### src/rtl/mem_port_arbiter.sv
// Arbiter sharing one variable-latency memory between instruction fetch and data ports.
// Data has fixed priority; define ARB_STARVE_GUARD_EN to force an IF grant after STARVE_MAX data grants.
module mem_port_arbiter #(
  parameter int ADDR_W     = 32,
  parameter int DATA_W     = 32,
  parameter int STARVE_MAX = 4
) (
  input  logic              clk_i,
  input  logic              rst_i,
  input  logic              if_req_i,
  input  logic [ADDR_W-1:0] if_addr_i,
  output logic [DATA_W-1:0] if_rdata_o,
  output logic              if_ready_o,
  input  logic              d_req_i,
  input  logic              d_we_i,
  input  logic [ADDR_W-1:0] d_addr_i,
  input  logic [DATA_W-1:0] d_wdata_i,
  output logic [DATA_W-1:0] d_rdata_o,
  output logic              d_ready_o,
  output logic              ram_req_o,
  output logic              ram_we_o,
  output logic [ADDR_W-1:0] ram_addr_o,
  output logic [DATA_W-1:0] ram_wdata_o,
  input  logic [DATA_W-1:0] ram_rdata_i,
  input  logic              ram_ack_i,
  output logic [1:0]        grant_o
);

  typedef enum logic [1:0] {IDLE, BUSY_I, BUSY_D, RESP} state_t;

  localparam logic [1:0] GNT_NONE = 2'b00;
  localparam logic [1:0] GNT_IF   = 2'b01;
  localparam logic [1:0] GNT_D    = 2'b10;

  state_t              state_q, state_d;
  logic [1:0]          grant_q, grant_d;
  logic                ram_req_q, ram_req_d;
  logic                ram_we_q, ram_we_d;
  logic [ADDR_W-1:0]   ram_addr_q, ram_addr_d;
  logic [DATA_W-1:0]   ram_wdata_q, ram_wdata_d;
  logic [DATA_W-1:0]   if_rdata_q, if_rdata_d;
  logic [DATA_W-1:0]   d_rdata_q, d_rdata_d;
  logic                if_ready_q, if_ready_d;
  logic                d_ready_q, d_ready_d;
  logic                grant_data;

`ifdef ARB_STARVE_GUARD_EN
  localparam int CNT_W = ($clog2(STARVE_MAX + 1) > 3) ? $clog2(STARVE_MAX + 1) : 3;
  localparam logic [CNT_W-1:0] STARVE_LIMIT = CNT_W'(STARVE_MAX);
  logic [CNT_W-1:0] starve_cnt_q, starve_cnt_d;
`endif

  always_comb begin
    state_d     = state_q;
    grant_d     = grant_q;
    ram_req_d   = ram_req_q;
    ram_we_d    = ram_we_q;
    ram_addr_d  = ram_addr_q;
    ram_wdata_d = ram_wdata_q;
    if_rdata_d  = if_rdata_q;
    d_rdata_d   = d_rdata_q;
    if_ready_d  = 1'b0;
    d_ready_d   = 1'b0;
`ifdef ARB_STARVE_GUARD_EN
    starve_cnt_d = starve_cnt_q;
    // A waiting fetch wins once data has taken STARVE_MAX grants in a row.
    grant_data   = d_req_i && !(if_req_i && (starve_cnt_q == STARVE_LIMIT));
`else
    grant_data   = d_req_i;
`endif

    unique case (state_q)
      IDLE: begin
        if (grant_data) begin
          ram_req_d   = 1'b1;
          ram_we_d    = d_we_i;
          ram_addr_d  = d_addr_i;
          ram_wdata_d = d_wdata_i;
          grant_d     = GNT_D;
          state_d     = BUSY_D;
`ifdef ARB_STARVE_GUARD_EN
          starve_cnt_d = if_req_i ? starve_cnt_q + 1'b1 : '0;
`endif
        end else if (if_req_i) begin
          ram_req_d  = 1'b1;
          ram_we_d   = 1'b0;
          ram_addr_d = if_addr_i;
          grant_d    = GNT_IF;
          state_d    = BUSY_I;
`ifdef ARB_STARVE_GUARD_EN
          starve_cnt_d = '0;
`endif
        end
      end
      BUSY_I: begin
        if (ram_ack_i) begin
          ram_req_d  = 1'b0;
          ram_we_d   = 1'b0;
          if_rdata_d = ram_rdata_i;
          if_ready_d = 1'b1;
          state_d    = RESP;
        end
      end
      BUSY_D: begin
        if (ram_ack_i) begin
          ram_req_d = 1'b0;
          ram_we_d  = 1'b0;
          if (!ram_we_q) d_rdata_d = ram_rdata_i;
          d_ready_d = 1'b1;
          state_d   = RESP;
        end
      end
      RESP: begin
        grant_d = GNT_NONE;
        state_d = IDLE;
      end
    endcase
  end

  always_ff @(posedge clk_i) begin
    if (rst_i) begin
      state_q     <= IDLE;
      grant_q     <= GNT_NONE;
      ram_req_q   <= 1'b0;
      ram_we_q    <= 1'b0;
      ram_addr_q  <= '0;
      ram_wdata_q <= '0;
      if_rdata_q  <= '0;
      d_rdata_q   <= '0;
      if_ready_q  <= 1'b0;
      d_ready_q   <= 1'b0;
`ifdef ARB_STARVE_GUARD_EN
      starve_cnt_q <= '0;
`endif
    end else begin
      state_q     <= state_d;
      grant_q     <= grant_d;
      ram_req_q   <= ram_req_d;
      ram_we_q    <= ram_we_d;
      ram_addr_q  <= ram_addr_d;
      ram_wdata_q <= ram_wdata_d;
      if_rdata_q  <= if_rdata_d;
      d_rdata_q   <= d_rdata_d;
      if_ready_q  <= if_ready_d;
      d_ready_q   <= d_ready_d;
`ifdef ARB_STARVE_GUARD_EN
      starve_cnt_q <= starve_cnt_d;
`endif
    end
  end

  assign grant_o     = grant_q;
  assign ram_req_o   = ram_req_q;
  assign ram_we_o    = ram_we_q;
  assign ram_addr_o  = ram_addr_q;
  assign ram_wdata_o = ram_wdata_q;
  assign if_rdata_o  = if_rdata_q;
  assign d_rdata_o   = d_rdata_q;
  assign if_ready_o  = if_ready_q;
  assign d_ready_o   = d_ready_q;

endmodule
### config.mk
export PLATFORM = sky130hd
export DESIGN_NAME = mem_port_arbiter
export DESIGN_NICKNAME = d
export VERILOG_FILES = /design/src/rtl/mem_port_arbiter.sv
export SDC_FILE = /design/constraint.sdc
export NUM_CORES = 1
export LEC_CHECK = 0
export BUFFER_PORTS_ARGS = -buffer_cell sky130_fd_sc_hd__buf_2
export CAP_MARGIN = 20
export CELL_PAD_IN_SITES_DETAIL_PLACEMENT = 0
export CELL_PAD_IN_SITES_GLOBAL_PLACEMENT = 1
export CORE_ASPECT_RATIO = 2
export CORE_MARGIN = 3
export CORE_UTILIZATION = 29
export CTS_CLUSTER_SIZE = 20
export DETAILED_ROUTE_END_ITERATION = 16
export GPL_TIMING_DRIVEN = 0
export HOLD_SLACK_MARGIN = 0.05
export PLACE_DENSITY = 0.75
export SLEW_MARGIN = 20
export SYNTH_ARGS = -nofsm -noshare
export SYNTH_HDL_FRONTEND = slang
export SYNTH_SLANG_ARGS = --single-unit
### constraint.sdc
create_clock -name clk_i -period 1.5 [get_ports clk_i]
set_input_delay 0.3 -clock clk_i [delete_from_list [all_inputs] [get_ports clk_i]]
set_output_delay 0.3 -clock clk_i [all_outputs]
set_load 0.01 [all_outputs]
# Word-level counts from Yosys, hierarchy flattened
# Cells that the tools add are included.
[totals]
in_bits = 134
reg_bits = 136
word_cells = 47
[classes]
eq_ne = 5
bitwise = 3
mux = 15
n_reduce_logical = 14
[op_table]
columns = ["op", "n"]
rows = [
  ["32-bit 2-to-1 mux", 2],
  ["2-bit AND reduction", 5],
  ["1-bit 2-to-1 mux", 6],
  ["2-bit 2-to-1 mux", 3],
  ["2-bit case mux with 3 select lines", 1],
  ["3-bit AND reduction", 2],
  ["2-bit nonzero test", 3],
  ["2-bit OR reduction", 3],
  ["2-bit equality test (second input constant)", 2],
  ["1-bit case mux with 2 select lines", 2],
  ["2-bit case mux with 2 select lines", 1],
  ["3-bit inequality test (second input constant)", 1],
  ["1-bit inverter", 3],
  ["2-bit by 1-bit equality test with 1-bit output (second input constant)", 1],
  ["2-bit logical NOT", 1],
  ["2-bit by 1-bit inequality test with 1-bit output (second input constant)", 1],
]

# Longest topological paths before layout
# Gate-level depths: netlist of the first run.
[logic_depth]
ltp_word = 4
ltp_mapped = 7
mapped_depth_nobuf = 5

# Least setup slack after synthesis of the first run
# OpenSTA, ideal clock, no wires.
[synth_path]
path_kind = "reg-to-reg"
from = "register state_q[0]"
to = "register state_q[1]"
setup_time_ps = 87
synth_period_minus_slack_ps = 1538
stages_incl_launch_ff = 6
required_ps = 1413
slack_ps = -38
arrival_ps = 1451
cell_sequence = "dfxtp_1 -> inv_1 -> ha_1 -> nor2b_1 -> or4_1 -> o31ai_1"
[synth_between]
elab_chain_len = 4
word_cells_on_any_way = 9
classes_between = "5 x eq/ne; 1 x mux; 3 x reduce/logical"
[synth_rtl]
columns = ["element", "line", "rtl"]
rows = [
  ["start: declaration", "35", "state_t state_q, state_d;"],
  ["start signal: assignment", "136", "state_q <= state_d;"],
  ["2-bit equality test or 2-bit by 1-bit equality test with 1-bit output (tied branches)", "72", "unique case (state_q)"],
  ["2-bit OR reduction (no line)", "n/a", ""],
  ["2-bit by 1-bit inequality test with 1-bit output (no line)", "n/a", ""],
  ["2-bit AND reduction (no line)", "n/a", ""],
]
# Several ways; a longest one is shown, not always the timed one.
# A chain may end at the register's enable or synchronous reset.

# Final worst setup path of the first run
# Ends and elaborated chain as after synthesis.

==> impl.org, run 1 <==
** Setup path
- Critical path peak fanout :: 8
- Depth of the worst register-to-register path :: 5
- Chain of cells forming the critical path :: inv_4, ha_4, nor3b_4, or4_1, o31ai_1
- The endpoint identified for the worst register-to-register timing path is state_q[1]$_SDFFE_PP0P_.
- Grouping stages by cell kind, the critical path spends the most delay in simple AND/OR/NAND/NOR gates.
- Levels on crit path :: 5
- Endpoint class of the critical path :: flip-flop
- In this run the register-to-register setup slack is 60 ps.
- Data on the critical path arrives at its endpoint at between 1500 and 2000 ps.
- Largest incremental delay on the critical path :: between 500 and 600 ps
- Crit Reg-Reg Startpoint :: state_q[0]$_SDFFE_PP0P_
- STA classifies the critical path startpoint as a flip-flop.
- Critical path buffer and inverter count :: 1
- Master of the slowest instance on the critical path :: sky130_fd_sc_hd__or4_1
- Start-to-end type of the worst setup path :: reg -> reg
- Data on the critical path is required at its endpoint by between 1500 and 2000 ps.

** Floorplan
- Die Wd :: ~100 microns
- FP Rows :: 69
- Area of the core :: roughly 18000 sq um
- For this design the top-level I/O count stands at between 200 and 300.
- Measured along the y axis, the die boundary spans between 150 and 200 microns.
- Die outline area :: about 20000 sq um
- Initial standard-cell utilization of the core :: 29.5%

** STA
- The worst path meets setup with between 50 and 60 ps of slack.
- In the final timing run, aggregate negative setup slack is 0 ps.
- The smallest clock period supported by the final layout is computed as approximately 1400 ps.
- Final count of negative-setup-slack endpoints :: 0
- Tightest Pin Transition :: approximately 740 ps
- Hold Vio Cnt, Final :: 0
- Final Slew Violations :: 0
- Measured against its own limit, the worst slew margin works out to 50.4%.
- Portion of the clock cycle consumed by the worst path in the final layout :: between 90% and 100%
- Timing would allow up to 693 MHz.
- Worst clock skew on the final layout :: about 8.6 ps

** Min path
- The worst hold path belongs to the class in -> reg.
- Hold Path Stages :: 3
- Worst Hold Path EP :: ram_wdata_o[11]$_SDFFE_PP0P_
- In this run the most critical hold path is launched from d_wdata_i[11].

** Power and ir drop
- The design draws 13.4 mW.
- Dividing total power by cell area gives a power density of 1760 nW/um^2.
- In this run the static leakage power is about 3.6 nW.
- VDD sags by at most approximately 0.67 mV.

** Cells and area
- Cells with a size suffix above 1 make up between 30% and 40% of the layout.
- # fillers :: between 1500 and 2000
- Post-route cell area :: 7600 sq um
- Layout-stage area growth over the synthesis result :: 44.6%
- Number of nets in the final layout :: around 1000
- Leading cell type in the layout, fill and taps excluded :: sky130_fd_sc_hd__buf_2
- Leading cell types in the layout, fill and taps excluded :: 275 x sky130_fd_sc_hd__buf_2, 194 x sky130_fd_sc_hd__nand2_1, 134 x sky130_fd_sc_hd__dfxtp_1
- Register Area :: 2730 sq um
- Measured on the finished design, the core utilization comes to 42.7%.
- Area of combinational cells with multiple inputs :: ~2300 sq um

** Clocking
- Maximum count of clock buffers along a single path :: 2
- Clock tree from TritonCTS :: built
- The H-tree was split into 4 levels.
- Clk Tree Root Cell :: sky130_fd_sc_hd__clkbuf_16
- Num Clock Sinks :: between 100 and 150
- The later pin in the worst-skew pair is clocked with a latency of ~420 ps.
- Clock tree synthesis inserted a total of 17 buffers.
- Clock-pin slew was measured on the worst setup and hold paths at ~50 ps.
- For this design, the CTS-stage hold fixing added 0 buffers.

** Route
- Number of violations reported at the end of detailed-routing iteration 0 :: 136
- In the routed design, unresolved DRC markers number 0.
- Vias per cell :: 4.60
- Across all layers, the routed design uses 5182 vias.
- The count of nets left with antenna violations once routing finished came out at 0.
- Total detailed-routing wirelength :: roughly 17000 microns
- The first detailed-routing pass ran for 4 iterations.
- Dividing the detail-routed wire length by the instance count gives between 15 and 20 microns.

** Job
- The tool flagged a number of max-cap violations equal to 0.

** Placement
- Placement-stage cell area :: 6870 sq um
- Placer congestion estimate :: roughly 0.83
- Input/output buffers :: 267
- Detailed placement finished with a half-perimeter wire length of 13500 microns.
- Timing analysis after detailed placement gives a worst setup slack of -289 ps.

** GRT
- Maximum number of pins on one net before global-route repair :: 17
- Number of antenna violations at the first check in global routing :: 1
- Wire length of the first global-routing pass :: ~27000 microns
- After global routing the overflow that remains totals 0.
- Across every metal layer, demand over resource in global routing totals ~17%.
- The via count of the first global-routing pass is approximately 5000.

** Synth
- Among all flip-flop cells after synthesis, the most frequent one is sky130_fd_sc_hd__dfxtp_1.
- Counting flops with an async set or reset pin after synthesis yields a share of 0%.
- Syn nets :: 747
- Netlist Area Pre-Place :: around 5300 sq um
- Count of distinct cell types in the synthesized netlist :: 28
- After synthesis, the mean cell area works out to about 8.6 sq um.
- The synthesized design contains 136 register bits.
- The Yosys step of the flow raised 0 warnings.
- The synthesized design contains 0 enable-type register cells.
- Fraction of the yosys area taken by sequential cells :: 51.8%
- Synthesis produced a netlist whose cell count is 608.

** Status
- Status :: complete, no violations
==> per-layer routing <==
metal / up-vias / global-route usage (%) / part of all wire (%)
met5: - / 0 / 0
li1: 2602 / - / -
met2: 180 / 32.0 / 56
met4: 0 / 8.88 / 3.7
met3: 37 / 3.29 / 5.2
met1: 2363 / 17.9 / 35
==> worst max-delay path by stage <==
stage / from / to / slack (ps)
after CTS: state_q[1]$_SDFFE_PP0P_ / state_q[1]$_SDFFE_PP0P_ / 5
after floorplan: state_q[0]$_SDFFE_PP0P_ / state_q[1]$_SDFFE_PP0P_ / 50
final: state_q[0]$_SDFFE_PP0P_ / state_q[1]$_SDFFE_PP0P_ / 60
after global routing: state_q[1]$_SDFFE_PP0P_ / if_rdata_o[11]$_SDFFE_PP0P_ / -0.8
after global placement: state_q[0]$_SDFFE_PP0P_ / d_rdata_o[14]$_SDFFE_PP0P_ / -240
after detailed placement: state_q[0]$_SDFFE_PP0P_ / d_rdata_o[12]$_SDFFE_PP0P_ / -290
==> layout make-up <==
class                      count  area share [%]
timing repair buffer         272            18.0
clock inverter                 8            1.58
sequential                   136            35.9
tap                          213            3.51
inverter                       2           0.132
antenna                        2          0.0658
multi-input combinational    423            30.2
clock buffer                  23            6.29
buffer                        47            4.28
==> report_power, final <==
group | internal, mW | total (mW) | switching (mW)
combinational | 1.88 | 4.37 | 2.48
clock | 2.73 | 4.25 | 1.52
sequential | 4.39 | 4.75 | 0.363
total | 9.00 | 13.4 | 4.36
==> stage by stage <==
step / cells / hold slack (ps)
floorplan: 608 / 421
global placement: 1088 / 439
detailed placement: 1088 / 443
CTS: 1120 / 98.5
global route: 1125 / 116
finish: 1126 / 121
==> flip-flops by register name (all words and copies together), names as in the netlist <==
register     flops
state_q          2
grant_o          2
if_ready_o       1
ram_wdata_o     32
d_ready_o        1
ram_req_o        1
ram_addr_o      32
d_rdata_o       32
if_rdata_o      32
ram_we_o         1
==> cells in the mapped netlist (2+ instances only) <==
| library cell | count | area, sq um |
|---|---|---|
| sky130_fd_sc_hd__ha_1 | 5 | 62.6 |
| sky130_fd_sc_hd__nand2_1 | 195 | 732 |
| sky130_fd_sc_hd__inv_1 | 2 | 7.51 |
| sky130_fd_sc_hd__nor2_1 | 37 | 139 |
| sky130_fd_sc_hd__mux2i_1 | 34 | 340 |
| sky130_fd_sc_hd__nand2b_1 | 2 | 12.5 |
| sky130_fd_sc_hd__a211oi_1 | 12 | 90.1 |
| sky130_fd_sc_hd__dfxtp_1 | 136 | 2720 |
| sky130_fd_sc_hd__buf_4 | 6 | 45.0 |
| sky130_fd_sc_hd__buf_1 | 4 | 15.0 |
| sky130_fd_sc_hd__a211oi_2 | 20 | 250 |
| sky130_fd_sc_hd__a21oi_1 | 101 | 505 |
| sky130_fd_sc_hd__clkbuf_1 | 15 | 56.3 |
| sky130_fd_sc_hd__buf_2 | 15 | 75.1 |
| sky130_fd_sc_hd__o21ai_0 | 5 | 25.0 |
| sky130_fd_sc_hd__nand4bb_1 | 2 | 22.5 |
| sky130_fd_sc_hd__buf_6 | 6 | 67.6 |
==> cell families (layout without fill, tap and decap cells) <==
family | count (synthesis) | in the layout | share of synthesized area (%)
and+or+nand+nor | 243 | 243 | 18.3
buffers and inverters | 49 | 352 | 5.17
DFF | 136 | 136 | 51.8
adders and majority gates | 5 | 5 | 1.19
AOI/OAI and AO/OA | 141 | 141 | 17.1
other | 0 | 2 | 0
muxes | 34 | 34 | 6.48
==> worst min-delay path, cell delays in order <==
cell	delay (ps)
sky130_fd_sc_hd__buf_2	90
sky130_fd_sc_hd__nand2_1	40
sky130_fd_sc_hd__a21oi_1	50
==> timing repair <==
action | in CTS | in global routing
resized for setup | 15 | 31
pin swaps | 1 | 1
setup endpoints to repair | 77 | 118
cloned | 0 | 1
setup buffers | 1 | 3
Note: power is estimated with default switching activity, not from simulation.
==> inputs of run 2 (changes only) <==
CELL_PAD_IN_SITES_DETAIL_PLACEMENT = not set   (was 0)
CELL_PAD_IN_SITES_GLOBAL_PLACEMENT = not set   (was 1)
CORE_UTILIZATION = 41   (was 29)
RECOVER_POWER = 100   (was not set)
==> impl.org, run 2 (synthesized netlist as in run 1, its figures left out) <==
** Route
- Number of violations reported at the end of detailed-routing iteration 0 :: between 100 and 150
- Routed len/inst :: approximately 15 microns
- Detailed-routing iteration count for the pre-antenna-repair pass :: 6
- After detailed routing, the total wire length is around 16000 microns.
- After detailed routing, the number of remaining DRC violations is 0.
- For this block, the via count after detailed routing is ~5200.
- The detail route stage leaves a number of antenna-violating nets equal to 0.
- Vias per cell :: 4.90

** Placement
- Setup WS pre-CTS :: -285 ps
- In this run the tool buffered the top-level ports with between 200 and 300 buffer cells.
- The congestion estimate from routability-driven global placement came to about 0.83.
- After legalization and detailed placement, the total HPWL measured approximately 12000 microns.
- Placed insts :: ~1000

** Clocking
- The longest clock path from root to sink contains 2 buffers.
- Clk pin slew, worst setup/hold paths :: roughly 60 ps
- For this design, the CTS-stage hold fixing added 0 buffers.
- Counting every sink on the clock net gives 136.
- Clk_lat worst skew :: 410 ps
- Clock tree from TritonCTS :: built
- Clk Tree Root Cell :: sky130_fd_sc_hd__clkbuf_16
- Total clock buffers created by CTS :: 17
- CTS H-tree lvls :: 4

** Floorplan
- Initial standard-cell utilization of the core :: between 40% and 50%
- Area of the core :: ~12000 sq um
- The die is 86.1 microns wide.
- Number of ports placed on the die boundary :: roughly 270
- Die Y-Extent :: approximately 170 microns
- The die covers 14300 sq um.
- The initialized floorplan defines 57 standard-cell rows.

** STA
- Final Slew Violations :: 0
- Setup violations remaining at the end of the flow were counted as 0.
- Setup slack closes at roughly 19 ps.
- Setup total negative slack on the finished layout was measured at 0 ps.
- Headroom to the max-slew limit :: between 50 and 60%
- Setup repair after global routing could not meet its margin everywhere.
- Tightest Pin Transition :: a little over 700 ps
- Subtracting the final worst setup slack from the clock period gives approximately 1500 ps.
- Based on the critical path, the design can be clocked at up to between 600 and 700 MHz.
- Hold Vio Cnt, Final :: 0
- The clock arrives with a little over 8 ps of skew.
- Portion of the clock cycle consumed by the worst path in the final layout :: between 90% and 100%

** Cells and area
- Registers take between 2000 and 3000 sq um.
- Number of nets in the final layout :: about 1000
- Leading cell type in the layout, fill and taps excluded :: sky130_fd_sc_hd__nand2_1
- Area of combinational cells with multiple inputs :: approximately 2300 sq um
- Of the cells placed in the final design, the portion with a size suffix greater than 1 is ~25%.
- Finished Layout Cells :: around 1100
- The layout has 1238 filler cells.
- In the layout the commonest cells are 195 x sky130_fd_sc_hd__nand2_1, 144 x sky130_fd_sc_hd__clkbuf_1, 139 x sky130_fd_sc_hd__buf_2.
- Layout-stage area growth over the synthesis result :: 40.2%
- Final core area utilization :: between 50% and 60%

** Setup path
- By startpoint and endpoint, the worst setup path is classified as reg -> reg.
- Data arrives at the worst endpoint at around 1800 ps.
- The worst setup path is captured at a flip-flop.
- Of all nets on the critical path, the largest fanout is 6.
- Data on the critical path is required at its endpoint by approximately 1800 ps.
- Startpoint kind of the worst setup timing path :: flip-flop
- Worst reg2reg setup slack :: 20 ps

** GRT
- For this run the aggregate overflow at the end of global routing stands at 0.
- Via count of the first global-routing pass :: between 5000 and 6000
- Number of antenna violations at the first check in global routing :: 3
- The first global-routing pass estimated 25000 microns of wire.
- Maximum number of pins on one net before global-route repair :: 17
- Across every metal layer, demand over resource in global routing totals between 20 and 25%.

** Status
- The flow ran to the end, and the final reports show no timing, DRC or antenna violations.

** Power and ir drop
- Summed over all cells, the static leakage comes to between 3 and 4 nW.
- The design draws approximately 13 mW.
- VDD sags by at most 0.968 mV.
- Power spread over the standard cell area amounts to around 1800 nW/um^2.

** Job
- The tool flagged a number of max-cap violations equal to 0.

** Min path
- In this run the worst hold path is classified as in -> reg.
[run 2: worst paths after layout]
path | cells past startpoint | startpoint | end
max | 5 | state_q[0]$_SDFFE_PP0P_ | state_q[1]$_SDFFE_PP0P_
min | 3 | d_wdata_i[23] | ram_wdata_o[23]$_SDFFE_PP0P_
min reg2reg | 2 | if_rdata_o[12]$_SDFFE_PP0P_ | if_rdata_o[12]$_SDFFE_PP0P_
max reg2reg | 5 | state_q[0]$_SDFFE_PP0P_ | state_q[1]$_SDFFE_PP0P_
[run 2: where the power goes]
part           internal (mW)  switching [mW]  total, mW
sequential              4.39           0.397       4.78
clock                   2.87            1.56       4.42
combinational           1.66            2.43       4.09
total                   8.91            4.38       13.3
[run 2: final cells by class]
class | count | area share, %
Antenna cell | 2 | 0.0679
Buffer | 46 | 4.09
Clock buffer | 20 | 6.20
Clock inverter | 11 | 2.33
Inverter | 2 | 0.102
Multi-Input combinational cell | 423 | 31.1
Sequential cell | 136 | 37.0
Tap cell | 147 | 2.50
Timing Repair Buffer | 275 | 16.6
[run 2: metal layers]
metal	global-route usage (%)	share of wire, %
met4	11.6	3.7
met1	21.3	35
met2	41.3	55
met5	0	0.13
met3	5.16	6.2
[run 2: critical path, stage by stage, from the launching register on]
cell,delay (ps)
sky130_fd_sc_hd__dfxtp_4,360
sky130_fd_sc_hd__inv_2,60
sky130_fd_sc_hd__ha_4,260
sky130_fd_sc_hd__nor2b_1,160
sky130_fd_sc_hd__or4_1,480
sky130_fd_sc_hd__o31ai_1,80
[run 2: repair_timing]
| action | in CTS | in global routing |
|---|---|---|
| endpoints found under the setup margin | 78 | 94 |
| pin swaps | 1 | 0 |
| cloned | 1 | 1 |
| buffers inserted | 3 | 3 |
| resized for setup | 14 | 24 |
[run 2: per-stage QoR]
step / instance area [sq um] / hold WS, ps
after CTS: 7470 / 107
after floorplan: 5270 / 421
after global routing: 7370 / 125
final: 7370 / 125
after detailed placement: 6790 / 444
after global placement: 6790 / 438
